--- src/rtl/ram_writer_if.sv ---
// ram_writer_if: AXI4-Stream sample input and AXI4 write-channel bundle for ram_writer.
// Ports (signals):
//   S_AXIS_*              stream of samples into the writer
//   M_AXI_aw*             write address channel
//   M_AXI_w*              write data channel
//   M_AXI_b*              write response channel
// Modports:
//   master  ram_writer side (stream sink, AXI master)
//   slave   environment side (stream source, AXI slave / memory)
interface ram_writer_if #(
  parameter int MM_ADDR_WIDTH = 32,
  parameter int DATA_WIDTH    = 32
);
  logic [DATA_WIDTH-1:0]    S_AXIS_tdata;
  logic                     S_AXIS_tvalid;
  logic                     S_AXIS_tready;

  logic [MM_ADDR_WIDTH-1:0] M_AXI_awaddr;
  logic [7:0]               M_AXI_awlen;
  logic [2:0]               M_AXI_awsize;
  logic [1:0]               M_AXI_awburst;
  logic [3:0]               M_AXI_awcache;
  logic                     M_AXI_awvalid;
  logic                     M_AXI_awready;

  logic [DATA_WIDTH-1:0]    M_AXI_wdata;
  logic [DATA_WIDTH/8-1:0]  M_AXI_wstrb;
  logic                     M_AXI_wlast;
  logic                     M_AXI_wvalid;
  logic                     M_AXI_wready;

  logic [1:0]               M_AXI_bresp;
  logic                     M_AXI_bvalid;
  logic                     M_AXI_bready;

  modport master (
    input  S_AXIS_tdata, S_AXIS_tvalid,
    output S_AXIS_tready,
    output M_AXI_awaddr, M_AXI_awlen, M_AXI_awsize, M_AXI_awburst, M_AXI_awcache, M_AXI_awvalid,
    input  M_AXI_awready,
    output M_AXI_wdata, M_AXI_wstrb, M_AXI_wlast, M_AXI_wvalid,
    input  M_AXI_wready,
    input  M_AXI_bresp, M_AXI_bvalid,
    output M_AXI_bready
  );

  modport slave (
    output S_AXIS_tdata, S_AXIS_tvalid,
    input  S_AXIS_tready,
    input  M_AXI_awaddr, M_AXI_awlen, M_AXI_awsize, M_AXI_awburst, M_AXI_awcache, M_AXI_awvalid,
    output M_AXI_awready,
    input  M_AXI_wdata, M_AXI_wstrb, M_AXI_wlast, M_AXI_wvalid,
    output M_AXI_wready,
    output M_AXI_bresp, M_AXI_bvalid,
    input  M_AXI_bready
  );
endinterface

--- src/rtl/ram_writer.sv ---
// ram_writer: S2MM stage. Buffers an AXI4-Stream of samples in a FIFO and writes
// them to memory as fixed-length AXI4 INCR bursts, one burst outstanding at a time.
// Ports:
//   aclk, areset     clock, synchronous active-high reset
//   enable           allows stream intake and new bursts
//   axi              stream input + AXI4 write master (ram_writer_if.master)
//   SM_write_buffer  base address of the current write buffer
//   SM_log_length    buffer size = 2^SM_log_length words
//   SM_writing       1-cycle pulse per accepted W beat
//   error            sticky, set by any non-OKAY write response
module ram_writer #(
  parameter int MM_ADDR_WIDTH = 32,
  parameter int DATA_WIDTH    = 32,
  parameter int BURST_LEN     = 16,
  parameter int FIFO_DEPTH    = 64
) (
  input  logic                     aclk,
  input  logic                     areset,
  input  logic                     enable,
  ram_writer_if.master             axi,
  input  logic [MM_ADDR_WIDTH-1:0] SM_write_buffer,
  input  logic [4:0]               SM_log_length,
  output logic                     SM_writing,
  output logic                     error
);
  localparam int PTR_W      = $clog2(FIFO_DEPTH);
  localparam int CNT_W      = PTR_W + 1;
  localparam int LOG2_BL    = $clog2(BURST_LEN);
  localparam int BYTE_SHIFT = $clog2(DATA_WIDTH / 8);
  localparam int OFF_W      = 33;  // holds 2^31 words plus two bursts without overflow

  typedef enum logic [1:0] {S_IDLE, S_ADDR, S_DATA, S_RESP} state_t;

  state_t r_state, w_next;

  logic [DATA_WIDTH-1:0]    r_mem [FIFO_DEPTH];
  logic [PTR_W-1:0]         r_wptr, r_rptr;
  logic [CNT_W-1:0]         r_count;
  logic                     w_full, w_push, w_pop;

  logic [MM_ADDR_WIDTH-1:0] r_awaddr, r_buf;
  logic [OFF_W-1:0]         r_offset;
  logic [7:0]               r_beat;
  logic                     r_error;

  logic                     w_awvalid, w_wvalid, w_bready, w_launch, w_wlast;
  logic [OFF_W-1:0]         w_off_eff, w_off_inc, w_off_adv, w_size;
  logic [4:0]               w_log;
  logic [MM_ADDR_WIDTH-1:0] w_byte_off;

  // ---------------- sample FIFO ----------------
  assign w_full            = (r_count == CNT_W'(FIFO_DEPTH));
  assign axi.S_AXIS_tready = enable & ~w_full;
  assign w_push            = axi.S_AXIS_tvalid & axi.S_AXIS_tready;
  assign w_pop             = w_wvalid & axi.M_AXI_wready;

  always_ff @(posedge aclk) begin
    if (w_push) r_mem[r_wptr] <= axi.S_AXIS_tdata;
  end

  always_ff @(posedge aclk) begin
    if (areset) begin
      r_wptr  <= '0;
      r_rptr  <= '0;
      r_count <= '0;
    end else begin
      if (w_push) r_wptr <= r_wptr + PTR_W'(1);
      if (w_pop)  r_rptr <= r_rptr + PTR_W'(1);
      case ({w_push, w_pop})
        2'b10:   r_count <= r_count + CNT_W'(1);
        2'b01:   r_count <= r_count - CNT_W'(1);
        default: r_count <= r_count;
      endcase
    end
  end

  // ---------------- burst FSM ----------------
  always_ff @(posedge aclk) begin
    if (areset) r_state <= S_IDLE;
    else        r_state <= w_next;
  end

  always_comb begin
    w_next    = r_state;
    w_awvalid = 1'b0;
    w_wvalid  = 1'b0;
    w_bready  = 1'b0;
    w_launch  = 1'b0;
    case (r_state)
      S_IDLE: begin
        if (enable && (r_count >= CNT_W'(BURST_LEN))) begin
          w_next   = S_ADDR;
          w_launch = 1'b1;
        end
      end
      S_ADDR: begin
        w_awvalid = 1'b1;
        if (axi.M_AXI_awready) w_next = S_DATA;
      end
      S_DATA: begin
        w_wvalid = 1'b1;
        if (axi.M_AXI_wready && (r_beat == 8'(BURST_LEN - 1))) w_next = S_RESP;
      end
      S_RESP: begin
        w_bready = 1'b1;
        if (axi.M_AXI_bvalid) w_next = S_IDLE;
      end
      default: w_next = S_IDLE;
    endcase
  end

  assign w_wlast = (r_state == S_DATA) && (r_beat == 8'(BURST_LEN - 1));

  // ---------------- address / offset ----------------
  // A changed buffer base restarts the offset for the burst being launched.
  assign w_off_eff  = (SM_write_buffer != r_buf) ? '0 : r_offset;
  assign w_byte_off = MM_ADDR_WIDTH'(w_off_eff << BYTE_SHIFT);
  assign w_log      = (SM_log_length < 5'(LOG2_BL)) ? 5'(LOG2_BL) : SM_log_length;
  assign w_size     = OFF_W'(1) << w_log;
  assign w_off_inc  = r_offset + OFF_W'(BURST_LEN);
  // Wrap when the following burst would no longer fit in the buffer.
  assign w_off_adv  = ((w_off_inc + OFF_W'(BURST_LEN)) > w_size) ? '0 : w_off_inc;

  always_ff @(posedge aclk) begin
    if (areset) begin
      r_awaddr <= '0;
      r_buf    <= '0;
      r_offset <= '0;
      r_beat   <= '0;
      r_error  <= 1'b0;
    end else begin
      if (w_launch) begin
        r_awaddr <= SM_write_buffer + w_byte_off;
        r_buf    <= SM_write_buffer;
        r_offset <= w_off_eff;
        r_beat   <= '0;
      end
      if (w_awvalid && axi.M_AXI_awready) r_offset <= w_off_adv;
      if (w_pop) r_beat <= r_beat + 8'd1;
      if (w_bready && axi.M_AXI_bvalid && (axi.M_AXI_bresp != 2'b00)) r_error <= 1'b1;
    end
  end

  // ---------------- outputs ----------------
  assign axi.M_AXI_awaddr  = r_awaddr;
  assign axi.M_AXI_awlen   = 8'(BURST_LEN - 1);
  assign axi.M_AXI_awsize  = 3'(BYTE_SHIFT);
  assign axi.M_AXI_awburst = 2'b01;
  assign axi.M_AXI_awcache = 4'b0011;
  assign axi.M_AXI_awvalid = w_awvalid;
  assign axi.M_AXI_wdata   = r_mem[r_rptr];
  assign axi.M_AXI_wstrb   = '1;
  assign axi.M_AXI_wlast   = w_wlast;
  assign axi.M_AXI_wvalid  = w_wvalid;
  assign axi.M_AXI_bready  = w_bready;
  assign SM_writing        = w_pop;
  assign error             = r_error;
endmodule

--- src/flat_wrapper.sv ---
// flat-port wrapper written by rule: the top's interface ports become plain ports
module ram_writer_flat 
#(
  parameter int MM_ADDR_WIDTH = 32,
  parameter int DATA_WIDTH    = 32,
  parameter int BURST_LEN     = 16,
  parameter int FIFO_DEPTH    = 64
)
  (aclk, areset, enable, SM_write_buffer, SM_log_length, SM_writing, error, axi_S_AXIS_tdata, axi_S_AXIS_tvalid, axi_S_AXIS_tready, axi_M_AXI_awaddr, axi_M_AXI_awlen, axi_M_AXI_awsize, axi_M_AXI_awburst, axi_M_AXI_awcache, axi_M_AXI_awvalid, axi_M_AXI_awready, axi_M_AXI_wdata, axi_M_AXI_wstrb, axi_M_AXI_wlast, axi_M_AXI_wvalid, axi_M_AXI_wready, axi_M_AXI_bresp, axi_M_AXI_bvalid, axi_M_AXI_bready);
  ram_writer_if #(.MM_ADDR_WIDTH(MM_ADDR_WIDTH), .DATA_WIDTH(DATA_WIDTH)) axi_i ();
  input  logic aclk;
  input  logic areset;
  input  logic enable;
  input  logic [MM_ADDR_WIDTH-1:0] SM_write_buffer;
  input  logic [4:0] SM_log_length;
  output logic SM_writing;
  output logic error;
  input wire logic [$bits(axi_i.S_AXIS_tdata)-1:0] axi_S_AXIS_tdata;
  input wire logic [$bits(axi_i.S_AXIS_tvalid)-1:0] axi_S_AXIS_tvalid;
  output wire logic [$bits(axi_i.S_AXIS_tready)-1:0] axi_S_AXIS_tready;
  output wire logic [$bits(axi_i.M_AXI_awaddr)-1:0] axi_M_AXI_awaddr;
  output wire logic [$bits(axi_i.M_AXI_awlen)-1:0] axi_M_AXI_awlen;
  output wire logic [$bits(axi_i.M_AXI_awsize)-1:0] axi_M_AXI_awsize;
  output wire logic [$bits(axi_i.M_AXI_awburst)-1:0] axi_M_AXI_awburst;
  output wire logic [$bits(axi_i.M_AXI_awcache)-1:0] axi_M_AXI_awcache;
  output wire logic [$bits(axi_i.M_AXI_awvalid)-1:0] axi_M_AXI_awvalid;
  input wire logic [$bits(axi_i.M_AXI_awready)-1:0] axi_M_AXI_awready;
  output wire logic [$bits(axi_i.M_AXI_wdata)-1:0] axi_M_AXI_wdata;
  output wire logic [$bits(axi_i.M_AXI_wstrb)-1:0] axi_M_AXI_wstrb;
  output wire logic [$bits(axi_i.M_AXI_wlast)-1:0] axi_M_AXI_wlast;
  output wire logic [$bits(axi_i.M_AXI_wvalid)-1:0] axi_M_AXI_wvalid;
  input wire logic [$bits(axi_i.M_AXI_wready)-1:0] axi_M_AXI_wready;
  input wire logic [$bits(axi_i.M_AXI_bresp)-1:0] axi_M_AXI_bresp;
  input wire logic [$bits(axi_i.M_AXI_bvalid)-1:0] axi_M_AXI_bvalid;
  output wire logic [$bits(axi_i.M_AXI_bready)-1:0] axi_M_AXI_bready;
  assign axi_i.S_AXIS_tdata = axi_S_AXIS_tdata;
  assign axi_i.S_AXIS_tvalid = axi_S_AXIS_tvalid;
  assign axi_S_AXIS_tready = axi_i.S_AXIS_tready;
  assign axi_M_AXI_awaddr = axi_i.M_AXI_awaddr;
  assign axi_M_AXI_awlen = axi_i.M_AXI_awlen;
  assign axi_M_AXI_awsize = axi_i.M_AXI_awsize;
  assign axi_M_AXI_awburst = axi_i.M_AXI_awburst;
  assign axi_M_AXI_awcache = axi_i.M_AXI_awcache;
  assign axi_M_AXI_awvalid = axi_i.M_AXI_awvalid;
  assign axi_i.M_AXI_awready = axi_M_AXI_awready;
  assign axi_M_AXI_wdata = axi_i.M_AXI_wdata;
  assign axi_M_AXI_wstrb = axi_i.M_AXI_wstrb;
  assign axi_M_AXI_wlast = axi_i.M_AXI_wlast;
  assign axi_M_AXI_wvalid = axi_i.M_AXI_wvalid;
  assign axi_i.M_AXI_wready = axi_M_AXI_wready;
  assign axi_i.M_AXI_bresp = axi_M_AXI_bresp;
  assign axi_i.M_AXI_bvalid = axi_M_AXI_bvalid;
  assign axi_M_AXI_bready = axi_i.M_AXI_bready;
  ram_writer #(.MM_ADDR_WIDTH(MM_ADDR_WIDTH), .DATA_WIDTH(DATA_WIDTH), .BURST_LEN(BURST_LEN), .FIFO_DEPTH(FIFO_DEPTH)) u_core (.aclk(aclk), .areset(areset), .enable(enable), .axi(axi_i), .SM_write_buffer(SM_write_buffer), .SM_log_length(SM_log_length), .SM_writing(SM_writing), .error(error));
endmodule
--- config.mk ---
export PLATFORM = sky130hd
export DESIGN_NAME = ram_writer_flat
export DESIGN_NICKNAME = d
export VERILOG_FILES = /design/src/rtl/ram_writer_if.sv /design/src/rtl/ram_writer.sv /design/src/flat_wrapper.sv
export SDC_FILE = /design/constraint.sdc
export NUM_CORES = 2
export LEC_CHECK = 0
export CORE_ASPECT_RATIO = 0.6
export CORE_MARGIN = 10
export CORE_UTILIZATION = 40
export CTS_BUF_LIST = sky130_fd_sc_hd__clkbuf_16
export CTS_CLUSTER_DIAMETER = 80
export DETAILED_ROUTE_END_ITERATION = 6
export PLACE_DENSITY_LB_ADDON = 0.15
export SYNTH_ARGS = -nofsm -noshare
export SYNTH_HDL_FRONTEND = slang
export SYNTH_SLANG_ARGS = --single-unit
--- constraint.sdc ---
create_clock -name aclk -period 9.1 [get_ports aclk]
set_input_delay 1.82 -clock aclk [delete_from_list [all_inputs] [get_ports aclk]]
set_output_delay 1.82 -clock aclk [all_outputs]
set_load 0.05 [all_outputs]
Word level (Yosys, flattened, before mapping)
Memories as Yosys holds them, arrays and structs flattened. A register that Yosys moved wholly into a read port is not among the register bits.
Cells that the tools add are included.
- add/subtract/negate cells: 8
- order comparisons: 3
- eq/ne operators: 12
- shifts and indexed selects: 1
- multiplexer cells: 22
- bitwise logic cells: 4
- reduce and logical (&&, ||, !) cells: 14
- operators with widths (operator ; number):
    $mux W33 ; 4
    $add A33 B5 Y33 const B ; 2
    $gt A33 B33 Y1 ; 1
    $shl A1 B5 Y33 const A ; 1
    $add A32 B32 Y32 ; 1
    $ne A32 B32 Y1 ; 1
    $mux W8 ; 2
    $pmux W7 S2 ; 1
    $add A6 B1 Y6 const B ; 2
    $mux W6 ; 2
    $reduce_bool A2 Y1 ; 5
    $add A8 B1 Y8 const B ; 1
    $eq A8 B4 Y1 const B ; 1
    $mux W2 ; 4
    $pmux W2 S4 ; 1
    $add A7 B1 Y7 const B ; 1
    $eq A7 B7 Y1 const B ; 1
    $ge A7 B5 Y1 const B ; 1
    $mux W1 ; 7
    $sub A7 B1 Y7 const B ; 1
    $eq A2 B2 Y1 const B ; 3
    $logic_and A1 B1 Y1 ; 6
    $lt A5 B3 Y1 const B ; 1
    $mux W5 ; 1
    8 further kinds ; 13
- bits in registers: 127
- bits in writable memories: 2048
- output and inout bits: 92
- word-level logic and storage cells: 75
- memories kept: 1
- memory list (memory ; depth ; width ; read ports ; clocked after memory_dff ; wr ports ; RTL line ; text):
    u_core.r_mem ; 64 ; 32 ; 1 ; 1 ; 1 ; ram_writer.sv:36 ; logic [DATA_WIDTH-1:0] r_mem [FIFO_DEPTH];

Depth between registers and ports, before layout
- depth after elaboration: 6
- gate-level depth with buffers: 23
- gate-level depth less buffers: 20

Least setup slack after synthesis
OpenSTA, ideal clock, no wires.
- kind: input to register
- start point: input enable
- end point: memory u_core.r_mem[59][0] (enable)
- arrival time: 4.956 ns
- data required time: 8.679 ns
- slack: 3.723 ns
- cell stages on the path: 6
- path buffers: 0
- path through: inv_1 a41oi_1 nand2_1 nor2_1 nand3_1 nor2_1
- longest elaborated chain between the ends: 4
- RTL lines (what ; RTL line ; text):
    start: declaration ; flat_wrapper.sv:13 ; input logic enable;
    $and A1 B1 Y1 ; ram_writer.sv:53 ; assign axi.S_AXIS_tready = enable & ~w_full;
    named net axi_S_AXIS_tready ; flat_wrapper.sv:20 ; output wire logic [$bits(axi_i.S_AXIS_tready)-1:0] axi_S_AXIS_tready;
    $and A1 B1 Y1 ; ram_writer.sv:54 ; assign w_push = axi.S_AXIS_tvalid & axi.S_AXIS_tready;
    $mux W1 ; ram_writer.sv:58 ; if (w_push) r_mem[r_wptr] <= axi.S_AXIS_tdata;
    $mux W1 (not written as such) ; ram_writer.sv:58 ;
    end: declaration ; ram_writer.sv:36 ;
The timed path passes the listed nets, and every way through them passes these cells.

==> results.py <==
metrics = {
    "run_status": {
        "status": "completed",
    },
    "synthesis": {
        "synth_top_family_by_area": "multiplexers",
        "synth_compound_area_frac": 0.0212,
        "yosys.cell_count.top_type": "edfxtp_1",
        "synth.top_cell.area_share": 0.704,
        "synthMuxAreaShare": 0.174,
        "synth-edff-count": 2048,
        "netlist_instances": 4248,
        "avgSynthCellArea_um2": 20.6,
        "synth-seq-cells": 2179,
        "yosys.area_share.xor_xnor": 0.0119,
        "yosysWarningCount": 0,
        "ys.flop_type": "edfxtp_1",
        "synth_fa_ha_area_frac": 0.0115,
        "ys_top_cells_by_count": "edfxtp_1, mux4_2, nand2_1, nor2_1, clkbuf_1",
        "synth_area_leader_cell": "edfxtp_1",
        "synth_cell_types": 74,
        "synth_area_um2": 87300,
        "synth-simple-area-share": 0.0335,
        "yosysSeqAreaShare": 0.734,
        "async_flop_share": 0,
        "synth.area.top_cells": "edfxtp_1, mux4_2, dfxtp_1",
    },
    "clocking": {
        "cts_buffers": 209,
        "postCtsSetupBuffers": 0,
        "clock-sinks": 2179,
        "postCtsHoldBufs": 0,
        "insertion_delay_ns": 0.88,
        "cts_resized": 0,
        "cts.reportedPaths.clkPinSlew_ns": 0.06,
        "cts_tree": "built",
        "htree_levels": 4,
        "clockRootBuffer": "clkbuf_16",
        "cts_buffer_depth": 4,
    },
    "sta": {
        "fin_crit_sh": 0.775,
        "rsz0062_at_grt": "false",
        "slew_headroom": 0.152,
        "max_slew.worst_pin.slew_ns": 1.27,
        "fin_crit_ns": 7.05,
        "max_freq_mhz": 142,
        "fin_tns_setup_ns": 0,
        "clock_skew_ns": 0.0711,
        "setup_viol": 0,
        "hold_violations": 0,
        "slew_violations": 0,
    },
    "place": {
        "gp_congestion": 0.877,
        "port_buffers": 148,
        "dp_hpwl_mm": 152,
    },
    "critical_path": {
        "worstRegToRegCells": 20,
        "cp-end-kind": "output port",
        "crit_slowest_cell": "dfxtp_4",
        "r2r_slack_ns": 2.79,
        "worstPathMaxFanout": 46,
        "crit_type": "flip-flop to output port",
        "r2r_end": "u_core.r_offset[15]$_SDFFE_PP0P_",
        "worst_ep_required_time_ns": 7.28,
        "crit_top_cell": "mux4_2",
        "arrival_ns": 5.23,
        "path_cells": "buf_12 -> buf_4 -> mux4_2 -> mux4_2 -> mux2i_1 -> o21ai_0 -> clkdlybuf4s50_1",
        "max_stage_delay_ns": 0.96,
        "r2r-start": "u_core.r_offset[4]$_SDFFE_PP0P_",
        "start_kind": "flip-flop",
    },
    "hold_path": {
        "worstHoldEndpoint": "u_core.axi.M_AXI_awaddr[14]$_SDFFE_PP0P_",
        "hold_path_class": "flip-flop to flip-flop",
        "hold_path_depth": 2,
        "worstHoldStart": "u_core.axi.M_AXI_awaddr[14]$_SDFFE_PP0P_",
    },
    "layout": {
        "post_route_cells_drive_above_1_share": 0.263,
        "area_delta_synth_final_pct": 14.0,
        "multiInputGateArea_um2": 22600,
        "regArea_um2": 64100,
        "n_fill_cell": 18000,
        "nets": 4662,
    },
    "die": {
        "dieArea_um2": 238000,
        "die_h_um": 382,
        "row_count": 132,
        "fp.dieW_um": 623,
        "core-area_um2": 217000,
        "start_util": 0.403,
        "ios": 170,
    },
    "route": {
        "vias_per_cell": 5.89,
        "drc_errors": 0,
        "dr.pass1.iters": 6,
        "wl_mm": 257,
        "ant_nets": 0,
        "num_vias": 44600,
        "drt-initial-drc-count": 5880,
        "wl_per_cell_um": 34.0,
    },
    "global_route": {
        "grt_usage": 0.211,
        "grt_pass1_wl_mm": 358,
        "globalRouteOverflowTotal": 0,
        "grt_start_max_net_pins": 85,
        "grt_pass1_vias": 43400,
        "antenna_found_initial": 18,
    },
    "job": {
        "drv_cap": 0,
    },
    "pwr": {
        "p_per_area_nw_per_um2": 204,
        "p_leak_nw": 30.3,
        "total_power_mw": 20.3,
        "ir_drop_v": 0.000143,
    },
}
[worst max-delay path, delay by kind of cell (launching register included)]
| kind | cells | cell delay [ns] |
|---|---|---|
| buffers and inverters | 3 | 1.63 |
| muxes | 3 | 1.43 |
| DFF | 1 | 0.96 |
| AOI/OAI and AO/OA | 1 | 0.24 |
[layout make-up]
type                       instances  area share
antenna                            7    0.000176
clock buffer                     211      0.0530
clock inverter                   165      0.0133
inverter                          32     0.00121
multi-input combinational       1809       0.227
sequential                      2179       0.644
tap                             2881      0.0362
timing repair buffer             274      0.0250
[worst max path at each step]
| stage | cells after the start | slack (ns) | endpoint | startpoint |
|---|---|---|---|---|
| global route | 7 | 1.77 | axi_M_AXI_wdata[22] | flip-flop |
| detailed placement | 17 | 1.98 | u_core.axi.M_AXI_awaddr[30]$_SDFFE_PP0P_ | SM_write_buffer[16] |
| global placement | 17 | 2.01 | u_core.axi.M_AXI_awaddr[30]$_SDFFE_PP0P_ | SM_write_buffer[16] |
| floorplan | 6 | 3.72 | u_core.r_mem[59][0]$_DFFE_PP_ | enable |
| finish | 7 | 2.05 | axi_M_AXI_wdata[22] | flip-flop |
| CTS | 7 | 1.90 | axi_M_AXI_wdata[22] | flip-flop |
[report_power, final]
group          leakage [nW]  switching [mW]  internal [mW]
Clock                  3.40            3.81           4.80
Sequential             19.5          0.0471           11.0
Combinational          7.45           0.486          0.198
Total                  30.3            4.35           16.0
[registers in the layout, indices dropped and copies added, names as in the netlist, 6 cells and up, named ones only]
name	count
u_core.axi.M_AXI_awaddr	30
u_core.r_beat	8
u_core.r_buf	32
u_core.r_count	7
u_core.r_mem	2048
u_core.r_offset	33
u_core.r_rptr	6
u_core.r_wptr	6
[cells by family (layout without fill, tap and decap cells)]
kind of cell	Yosys count	in the layout
mux	681	681
other cells	2	32
compound gates	289	289
buf+inv	283	682
fa+ha+maj	79	79
simple gates	617	617
flops	2179	2179
xor+xnor	118	118
[per-layer routing]
layer | vias to the layer above | wire [µm] | track usage
li1 | 18100 | - | -
met1 | 24300 | 123000 | 0.338
met2 | 1886 | 108000 | 0.294
met3 | 314 | 21300 | 0.0459
met4 | 6 | 5170 | 0.0436
met5 | - | 35 | 0
[layout by cell type, fill, tap and decap left out, types with 65 or more instances in the layout]
cell	count
a21oi_1	103
buf_4	109
clkbuf_16	211
clkdlybuf4s50_1	115
dfxtp_1	125
edfxtp_1	2048
ha_1	77
inv_1	65
mux4_2	666
nand2_1	211
nor2_1	103
nor2_4	65
xor2_1	69
[stage by stage]
| stage | instance area (µm²) | hold slack, ns | utilization | worst slack [ns] | instances |
|---|---|---|---|---|---|
| 4_1_cts | 99500 | 0.452 | 0.460 | 1.90 | 7551 |
| 5_1_grt | 99500 | 0.468 | 0.460 | 1.77 | 7551 |
| 6_report | 99500 | 0.453 | 0.460 | 2.05 | 7558 |
| 3_3_place_gp | 92900 | 0.439 | 0.429 | 2.01 | 7175 |
| 3_5_place_dp | 92900 | 0.444 | 0.429 | 1.98 | 7175 |
| 2_1_floorplan | 87400 | 0.448 | - | 3.72 | 4271 |
(Power assumes the default switching activity.)
